==> src/rtl/count_game_pkg.sv <==
// Shared types and constants for the countdown game controller.
// No logic; state encoding, winner codes and score helpers only.
// Imported by the controller and its testbench-facing ports.
package count_game_pkg;

  localparam int SCORE_W = 4;
  localparam logic [SCORE_W-1:0] SCORE_MAX = '1;

  typedef enum logic [2:0] {
    ST_IDLE      = 3'd0,
    ST_ARM       = 3'd1,
    ST_RUN       = 3'd2,
    ST_SHOW      = 3'd3,
    ST_MATCH_END = 3'd4
  } state_t;

  localparam logic [1:0] WIN_NONE = 2'b00;
  localparam logic [1:0] WIN_P1   = 2'b01;
  localparam logic [1:0] WIN_P2   = 2'b10;
  localparam logic [1:0] WIN_TIE  = 2'b11;

  // Score increment that sticks at the maximum instead of wrapping.
  function automatic logic [SCORE_W-1:0] sat_inc(input logic [SCORE_W-1:0] v);
    return (v == SCORE_MAX) ? v : v + SCORE_W'(1);
  endfunction

endpackage

==> src/rtl/tick_prescaler.sv <==
// Divides clk into a one-cycle tick every TICK_DIV cycles; clr restarts the period.
// Latency: tick is high in the last cycle of each period (cycle TICK_DIV-1 after clear).
// Backpressure: none; free-running counter, clr has priority over counting.
module tick_prescaler #(
  parameter int TICK_DIV = 1000
) (
  input  logic clk,
  input  logic rst,
  input  logic clr,
  output logic tick
);

  localparam int CW = (TICK_DIV > 1) ? $clog2(TICK_DIV) : 1;
  localparam logic [CW-1:0] LAST = CW'(TICK_DIV - 1);

  logic [CW-1:0] cnt;

  // Count 0..TICK_DIV-1, restarting on clear or at terminal count.
  always_ff @(posedge clk or posedge rst) begin
    if (rst) begin
      cnt <= '0;
    end else if (clr || cnt == LAST) begin
      cnt <= '0;
    end else begin
      cnt <= cnt + CW'(1);
    end
  end

  assign tick = (cnt == LAST);

endmodule

==> src/rtl/count_game_ctrl.sv <==
// Round/match controller: sequences the countdown counter, arbitrates players, keeps score.
// Latency: every output is registered; a decision made in cycle t is visible in cycle t+1.
// Backpressure: none; buttons are single-cycle pulses and are dropped in states that ignore them.
module count_game_ctrl
  import count_game_pkg::*;
#(
  parameter int TICK_DIV   = 1000,
  parameter int ARM_TICKS  = 2,
  parameter int SHOW_TICKS = 3,
  parameter int INIT_NUM   = 5,
  parameter int MIN_NUM    = 1,
  parameter int WIN_SCORE  = 5
) (
  input  logic               clk,
  input  logic               rst,
  input  logic               start_btn,
  input  logic               p1_btn,
  input  logic               p2_btn,
  input  logic [2:0]         cnt_val,
  output logic [2:0]         cnt_num,
  output logic               cnt_st,
  output logic [SCORE_W-1:0] score1,
  output logic [SCORE_W-1:0] score2,
  output logic [1:0]         winner,
  output logic               round_done,
  output logic               match_over,
  output logic [2:0]         state
);

  localparam logic [2:0]         INIT_PRESET = 3'(INIT_NUM);
  localparam logic [2:0]         MIN_PRESET  = 3'(MIN_NUM);
  localparam logic [SCORE_W-1:0] WIN_LVL     = SCORE_W'(WIN_SCORE);
  localparam logic [7:0]         ARM_LAST    = 8'(ARM_TICKS - 1);
  localparam logic [7:0]         SHOW_LAST   = 8'(SHOW_TICKS - 1);

  state_t     cur_state;
  logic [7:0] tick_cnt;
  logic       tick;
  logic       leave;
  logic [2:0] next_num;

  assign state = cur_state;

  // Restarting the prescaler on every transition makes ARM/SHOW exactly N*TICK_DIV cycles long.
  tick_prescaler #(
    .TICK_DIV (TICK_DIV)
  ) u_prescaler (
    .clk  (clk),
    .rst  (rst),
    .clr  (leave),
    .tick (tick)
  );

  // Preset for the next round: one lower, floored at MIN_NUM.
  assign next_num = (cnt_num > MIN_PRESET) ? cnt_num - 3'd1 : MIN_PRESET;

  // Decide whether the current state is exited at the end of this cycle.
  always_comb begin
    leave = 1'b0;
    case (cur_state)
      ST_IDLE:      leave = start_btn;
      ST_ARM:       leave = p1_btn || p2_btn || (tick && tick_cnt == ARM_LAST);
      ST_RUN:       leave = p1_btn || p2_btn || (cnt_val == 3'd0);
      ST_SHOW:      leave = tick && tick_cnt == SHOW_LAST;
      ST_MATCH_END: leave = start_btn;
      default:      leave = 1'b1;
    endcase
  end

  // Game FSM: state, round arbitration, scoring and all registered outputs.
  always_ff @(posedge clk or posedge rst) begin
    if (rst) begin
      cur_state  <= ST_IDLE;
      cnt_st     <= 1'b0;
      cnt_num    <= INIT_PRESET;
      score1     <= '0;
      score2     <= '0;
      winner     <= WIN_NONE;
      round_done <= 1'b0;
      match_over <= 1'b0;
      tick_cnt   <= '0;
    end else begin
      round_done <= 1'b0;

      if (leave) begin
        tick_cnt <= '0;
      end else if (tick) begin
        tick_cnt <= tick_cnt + 8'd1;
      end

      case (cur_state)
        ST_IDLE: begin
          if (leave) cur_state <= ST_ARM;
        end

        ST_ARM: begin
          if (leave) begin
            if (p1_btn || p2_btn) begin
              // Pressing before release is a foul: the opponent scores.
              cur_state  <= ST_SHOW;
              round_done <= 1'b1;
              if (p1_btn && p2_btn) begin
                winner <= WIN_TIE;
              end else if (p1_btn) begin
                winner <= WIN_P2;
                score2 <= sat_inc(score2);
              end else begin
                winner <= WIN_P1;
                score1 <= sat_inc(score1);
              end
            end else begin
              cur_state <= ST_RUN;
              cnt_st    <= 1'b1;
            end
          end
        end

        ST_RUN: begin
          if (leave) begin
            // A press wins over a simultaneous count-zero timeout.
            cur_state  <= ST_SHOW;
            cnt_st     <= 1'b0;
            round_done <= 1'b1;
            if (p1_btn && p2_btn) begin
              winner <= WIN_TIE;
            end else if (p1_btn) begin
              winner <= WIN_P1;
              score1 <= sat_inc(score1);
            end else if (p2_btn) begin
              winner <= WIN_P2;
              score2 <= sat_inc(score2);
            end else begin
              winner <= WIN_NONE;
            end
          end
        end

        ST_SHOW: begin
          if (leave) begin
            if (score1 >= WIN_LVL || score2 >= WIN_LVL) begin
              cur_state  <= ST_MATCH_END;
              match_over <= 1'b1;
            end else begin
              cur_state <= ST_ARM;
              cnt_num   <= next_num;
            end
          end
        end

        ST_MATCH_END: begin
          if (leave) begin
            cur_state  <= ST_ARM;
            match_over <= 1'b0;
            score1     <= '0;
            score2     <= '0;
            winner     <= WIN_NONE;
            cnt_num    <= INIT_PRESET;
          end
        end

        default: begin
          cur_state  <= ST_IDLE;
          cnt_st     <= 1'b0;
          match_over <= 1'b0;
        end
      endcase
    end
  end

endmodule

==> config.mk <==
export PLATFORM = sky130hd
export DESIGN_NAME = count_game_ctrl
export DESIGN_NICKNAME = d
export VERILOG_FILES = /design/src/rtl/count_game_pkg.sv /design/src/rtl/tick_prescaler.sv /design/src/rtl/count_game_ctrl.sv
export SDC_FILE = /design/constraint.sdc
export NUM_CORES = 1
export LEC_CHECK = 0
export ABC_AREA = 1
export CAP_MARGIN = 25
export CORE_MARGIN = 2
export CORE_UTILIZATION = 54
export DETAILED_ROUTE_END_ITERATION = 10
export PLACE_DENSITY = 0.82
export SYNTH_ARGS = -nofsm -noshare
export SYNTH_HDL_FRONTEND = slang
export SYNTH_SLANG_ARGS = --single-unit
==> constraint.sdc <==
create_clock -name clk -period 2.2 [get_ports clk]
set_input_delay 0.22 -clock clk [delete_from_list [all_inputs] [get_ports clk]]
set_output_delay 0.22 -clock clk [all_outputs]
set_load 0.1 [all_outputs]
Yosys cells after proc, flatten, opt, wreduce, memory -nomap -nowiden:

Index checks and enable logic that the tools add are counted.

* eq/ne operators: 25
* bitwise gates (word level): 2
* multiplexer cells: 57
* reductions and logical operators: 23
* $add $sub $neg: 5
* order comparisons: 3

Operator list (number)
* $mux W4: 18
* $mux W3: 9
* $pmux W4 S3: 2
* $ne A2 B2 Y1 const B: 11
* $mux W2: 9
* $mux W8: 2
* $reduce_and A4 Y1: 4
* $pmux W3 S4: 1
* $add A10 B1 Y10 const B: 1
* $eq A10 B10 Y1 const B: 1
* $mux W10: 1
* $ne A2 B1 Y1 const B: 5
* $reduce_and A10 Y1: 1
* $mux W1: 9
* $reduce_and A9 Y1: 1
* $add A4 B1 Y4 const B: 2
* $add A8 B1 Y8 const B: 1
* $eq A4 B4 Y1 const B: 2
* $eq A8 B1 Y1 const B: 1
* $eq A8 B2 Y1 const B: 1
* $ge A4 B3 Y1 const B: 2
* $eq A3 B2 Y1 const B: 2
* $logic_not A3 Y1: 2
* $pmux W1 S3: 2
* other kinds (16): 25

* output and inout bits: 19
* register bits after elaboration: 37
* word-level logic and storage cells: 125
* bits of input ports: 8

Longest topological paths before layout:

* depth after elaboration: 7
* mapped depth: 14
* depth with buffers taken out: 14

By module:

Synthesis repeated with hierarchy kept, for this count alone.

* cell total of the unflattened synthesis: 321
* area total of the unflattened synthesis: 2459.9 µm²

Modules (own cells, without submodules)
* count_game_ctrl: instances 1, area each 1908.1 µm², cells an instance 253, sequential area each 678.2 µm²
* tick_prescaler: instances 1, area each 551.8 µm², cells an instance 68, sequential area each 250.2 µm²

Worst setup path after synthesis:

OpenSTA, ideal clock, no wires.

* path kind: reg2reg
* start: reg cur_state[0], in the netlist state[0]
* end: reg score1[0]
* period minus slack after synthesis: 2.149 ns
* required time: 2.077 ns
* setup time: 0.123 ns
* cell stages (with the launch flop): 8
* data arrival time: 2.027 ns
* path buffers: 0
* path slack: 0.051 ns
* cells stage by stage: dfrtp_1 > nand3_2 > nor2_1 > nor2_1 > nor3_4 > nand3_2 > nand2_1 > nand2_1

* longest elaborated chain between the ends: 5
* elaborated cells between the ends (all ways): 18
* those cells by class: 12 x eq/ne; 2 x mux; 4 x reduce/logical

Ends and longest elaborated chain
* start, declared: RTL line count_game_ctrl.sv:36 `state_t cur_state;`
* start signal, assigned: RTL line count_game_ctrl.sv:73 `cur_state <= ST_IDLE;`
* start signal, assigned: RTL line count_game_ctrl.sv:93 `if (leave) cur_state <= ST_ARM;`
* start signal, assigned: RTL line count_game_ctrl.sv:100 `cur_state <= ST_SHOW;`
* $eq A3 B3 Y1 / $logic_not A3 Y1 (equally long branches): RTL line count_game_ctrl.sv:60, count_game_ctrl.sv:91
* $reduce_or A2 Y1 (no source line)
* $pmux W1 S4: RTL line count_game_ctrl.sv:60 `case (cur_state)`
* $ne A2 B1 Y1 (no source line)
* $reduce_and A9 Y1 (no source line)
* end signal, assigned: RTL line count_game_ctrl.sv:109 `score1 <= sat_inc(score1);`
* end signal, assigned: RTL line count_game_ctrl.sv:128 `score1 <= sat_inc(score1);`
* end, declared: RTL line count_game_ctrl.sv:22 `output logic [SCORE_W-1:0] score1,`

Several ways; a longest one is shown, not always the timed one.
A chain may end at the register's enable or synchronous reset.

Worst setup path in the final report:

* start: reg u_prescaler.cnt[0]
* end: reg score2[1]

* longest elaborated chain between the ends: 6
* elaborated cells between the ends (all ways): 9
* those cells by class: 4 x eq/ne; 1 x mux; 4 x reduce/logical

Ends and longest elaborated chain
* start, declared: RTL line tick_prescaler.sv:16 `logic [CW-1:0] cnt;`
* start signal, assigned: RTL line tick_prescaler.sv:25 `cnt <= cnt + CW'(1);`
* $eq A10 B10 Y1 *: RTL line tick_prescaler.sv:29 `assign tick = (cnt == LAST);`
* $logic_and A1 B1 Y1: RTL line count_game_ctrl.sv:62 `ST_ARM: leave = p1_btn || p2_btn || (tick && tick_cnt == ARM_LAST);`
* $logic_or A1 B1 Y1: RTL line count_game_ctrl.sv:62
* $pmux W1 S4 *: RTL line count_game_ctrl.sv:60
* $ne A2 B1 Y1 (no source line)
* $reduce_and A10 Y1 (no source line) *
* end signal, assigned: RTL line count_game_ctrl.sv:106 `score2 <= sat_inc(score2);`
* end signal, assigned: RTL line count_game_ctrl.sv:131 `score2 <= sat_inc(score2);`
* end, declared: RTL line count_game_ctrl.sv:23 `output logic [SCORE_W-1:0] score2,`

Mark *: on every way between the ends. The rest lies on a longest branch, timed or not.

==> flow_summary.toml <==
[clocking]
cts_setup_buffers = 0
cts_root_buf = "clkbuf_8"
holdBufCountCts = 0
clkTransAtPathRegs_ns = 0.07
clk_path_buf_depth = 2
cts_buffers = 5
htreeDepth = 2
cts_tree = "yes"
clk_latency_ns = 0.29
cts_sinks = 37
post_cts_resized = 0

[sta]
setup_viol = 0
fin_crit_ns = 1.83
tightest_slew_ns = 0.484
finClkSkew_ns = 0.00873
setup-tns-final_ns = 0
fmaxAchievable_mhz = 546
rsz0062_at_grt = "no"
drv_slew = 0
hold_viol = 0
period_share = 0.832
slew_headroom = 0.677

[synth]
syn_inst = 293
ys_ff_latch = 37
ys_seq_area_frac = 0.392
synth_fp_nets = 313
avgSynthCellArea_sq_um = 8.08
syn_area_sq_mm = 0.00237
synth_warnings = 0
synth_cell_types = 35

[final_layout]
multi_input_area_sq_mm = 0.00126
area_delta_synth_final_pct = 15.7
final_layout_size_suffix_gt1_frac = 0.207
antenna_cells = 0
final_nets = 347
seq_area_sq_um = 928
n_fill_cell = 380

[drt]
wirelength_microns = 4720
ant_nets = 0
drt-wirelength-per-cell_microns = 12.4
dr.first_iter.drc_count = 82
drtPass1Iterations = 4
drc = 0
dr_total_vias = 1981
route.detailed.vias_per_inst = 5.21

[grt]
grt_pass1_vias = 2007
grt_max_degree = 38
grt-ovfl-total = 0
grt_use_total = 0.215
grt_pass1_wl_microns = 8520
antenna_found_initial = 0

[setup_path]
end_kind = "register"
cp_common_cell = "nand2_1"
start_kind = "register"
critPathMaxStageDelay_ns = 0.38
cpMaxStageDelayCell = "dfrtp_1"
critPathArrivalTime_ns = 2.01
worstPathMaxFanout = 10
critPathRequiredTime_ns = 2.38
crit_chain = "ha_1, nand4_1, nor2_4, nand2_1, nand2_2, nand2_4, nand2_8, nand3_4, nand2_1, o21ai_1"
path_class = "reg2reg"

[die]
start_util = 0.552
die_area_sq_mm = 0.00493
die_y_microns = 70.2
core_sq_mm = 0.00429
die_x_microns = 70.2
rows = 24
ios = 27

[run_status]
status = "complete, no violations"

[job]
drv_cap = 0

[place]
dp_hpwl_microns = 3500
place.gp.congestion = 0.897
portBuffers = 26

[hold_path]
min_path_type = "in2async"
-- cells in the mapped netlist, drive strengths merged --
cell type / n / area share
buf: 1 / 0.0048
and3: 1 / 0.0026
inv: 44 / 0.073
nand3: 24 / 0.075
o211ai: 1 / 0.0032
or2: 4 / 0.011
a31oi: 1 / 0.0026
nor3: 6 / 0.020
xor2: 8 / 0.030
a21boi: 2 / 0.013
o31ai: 1 / 0.0032
nand2: 68 / 0.13
xnor2: 4 / 0.015
ha: 12 / 0.063
dfrtp: 35 / 0.37
nor2: 46 / 0.090
dfstp: 2 / 0.022
o21ai: 19 / 0.042
a21oi: 4 / 0.0085
nand4: 10 / 0.026
-- metal layers --
metal | share of wire | track usage
met4 | 0.022 | 0.105
met5 | 0 | 0
met2 | 0.49 | 0.358
met1 | 0.45 | 0.257
met3 | 0.043 | 0.0534
-- cells by family (layout without fill, tap and decap cells) --
family,count (synthesis),count (layout),synth area share
AO/OA/AOI/OAI,28,28,0.0719
adder cells (fa/ha/maj),12,12,0.0634
XOR/XNOR,12,12,0.0444
AND/OR/NAND/NOR,159,159,0.351
flip-flops,37,37,0.392
buffers and inverters,45,80,0.0777
-- area by class of cell --
cell class,instances,share of cell area
repair buffers,28,0.0831
inverters,44,0.0630
flip-flops and latches,37,0.339
multi-input cells,211,0.458
well taps,52,0.0237
clock buffers,8,0.0329
-- worst max-delay path, delay by kind of cell, from the launching register on --
family,cells,cell delay [ns]
AO/OA/AOI/OAI,1,0.06
adder cells (fa/ha/maj),1,0.24
flip-flops,1,0.38
AND/OR/NAND/NOR,8,1.03
-- worst paths after layout --
kind,slack [ns],to,depth (start not counted),from
worst max-delay path,0.37,score2[1],10,u_prescaler.cnt[0]
worst min-delay path,0.35,u_prescaler.cnt[8],3,rst
worst max register to register,0.37,score2[1],10,u_prescaler.cnt[0]
worst min register to register,0.47,u_prescaler.cnt[0],1,u_prescaler.cnt[0]
max in group asynchronous,1.48,cnt_num[0],3,rst
min in group clk,0.47,u_prescaler.cnt[0],1,u_prescaler.cnt[0]
-- flip-flops by register name, indices dropped and copies added (netlist names) --
register / flops
u_prescaler.cnt: 10
tick_cnt: 8
score1: 4
score2: 4
cnt_num: 3
state: 3
winner: 2
cnt_st: 1
match_over: 1
round_done: 1
-- stage by stage --
stage,hold WS (ns),area [sq um],std cells,setup WS [ns],utilization
3_5_place_dp,0.459,2650,372,0.306,0.617
4_1_cts,0.370,2740,380,0.356,0.638
3_3_place_gp,0.452,2650,372,0.395,0.617
5_1_grt,0.430,2740,380,0.203,0.638
2_1_floorplan,0.398,2370,293,0.0506,-
6_report,0.352,2740,380,0.369,0.638
-- layout by cell type (no fill, tap or decap), drive strengths merged, types with 6 or more instances in the layout --
master | synthesis | routed
clkbuf | 0 | 8
nand2 | 68 | 68
inv | 44 | 44
nor3 | 6 | 6
dfrtp | 35 | 35
o21ai | 19 | 19
buf | 1 | 21
xor2 | 8 | 8
clkdlybuf4s50 | 0 | 7
nor2 | 46 | 46
ha | 12 | 12
nand3 | 24 | 24
nand4 | 10 | 10
Power is not shown: default switching activity piles up to over one toggle a cycle in this logic, so the estimate is an artifact.
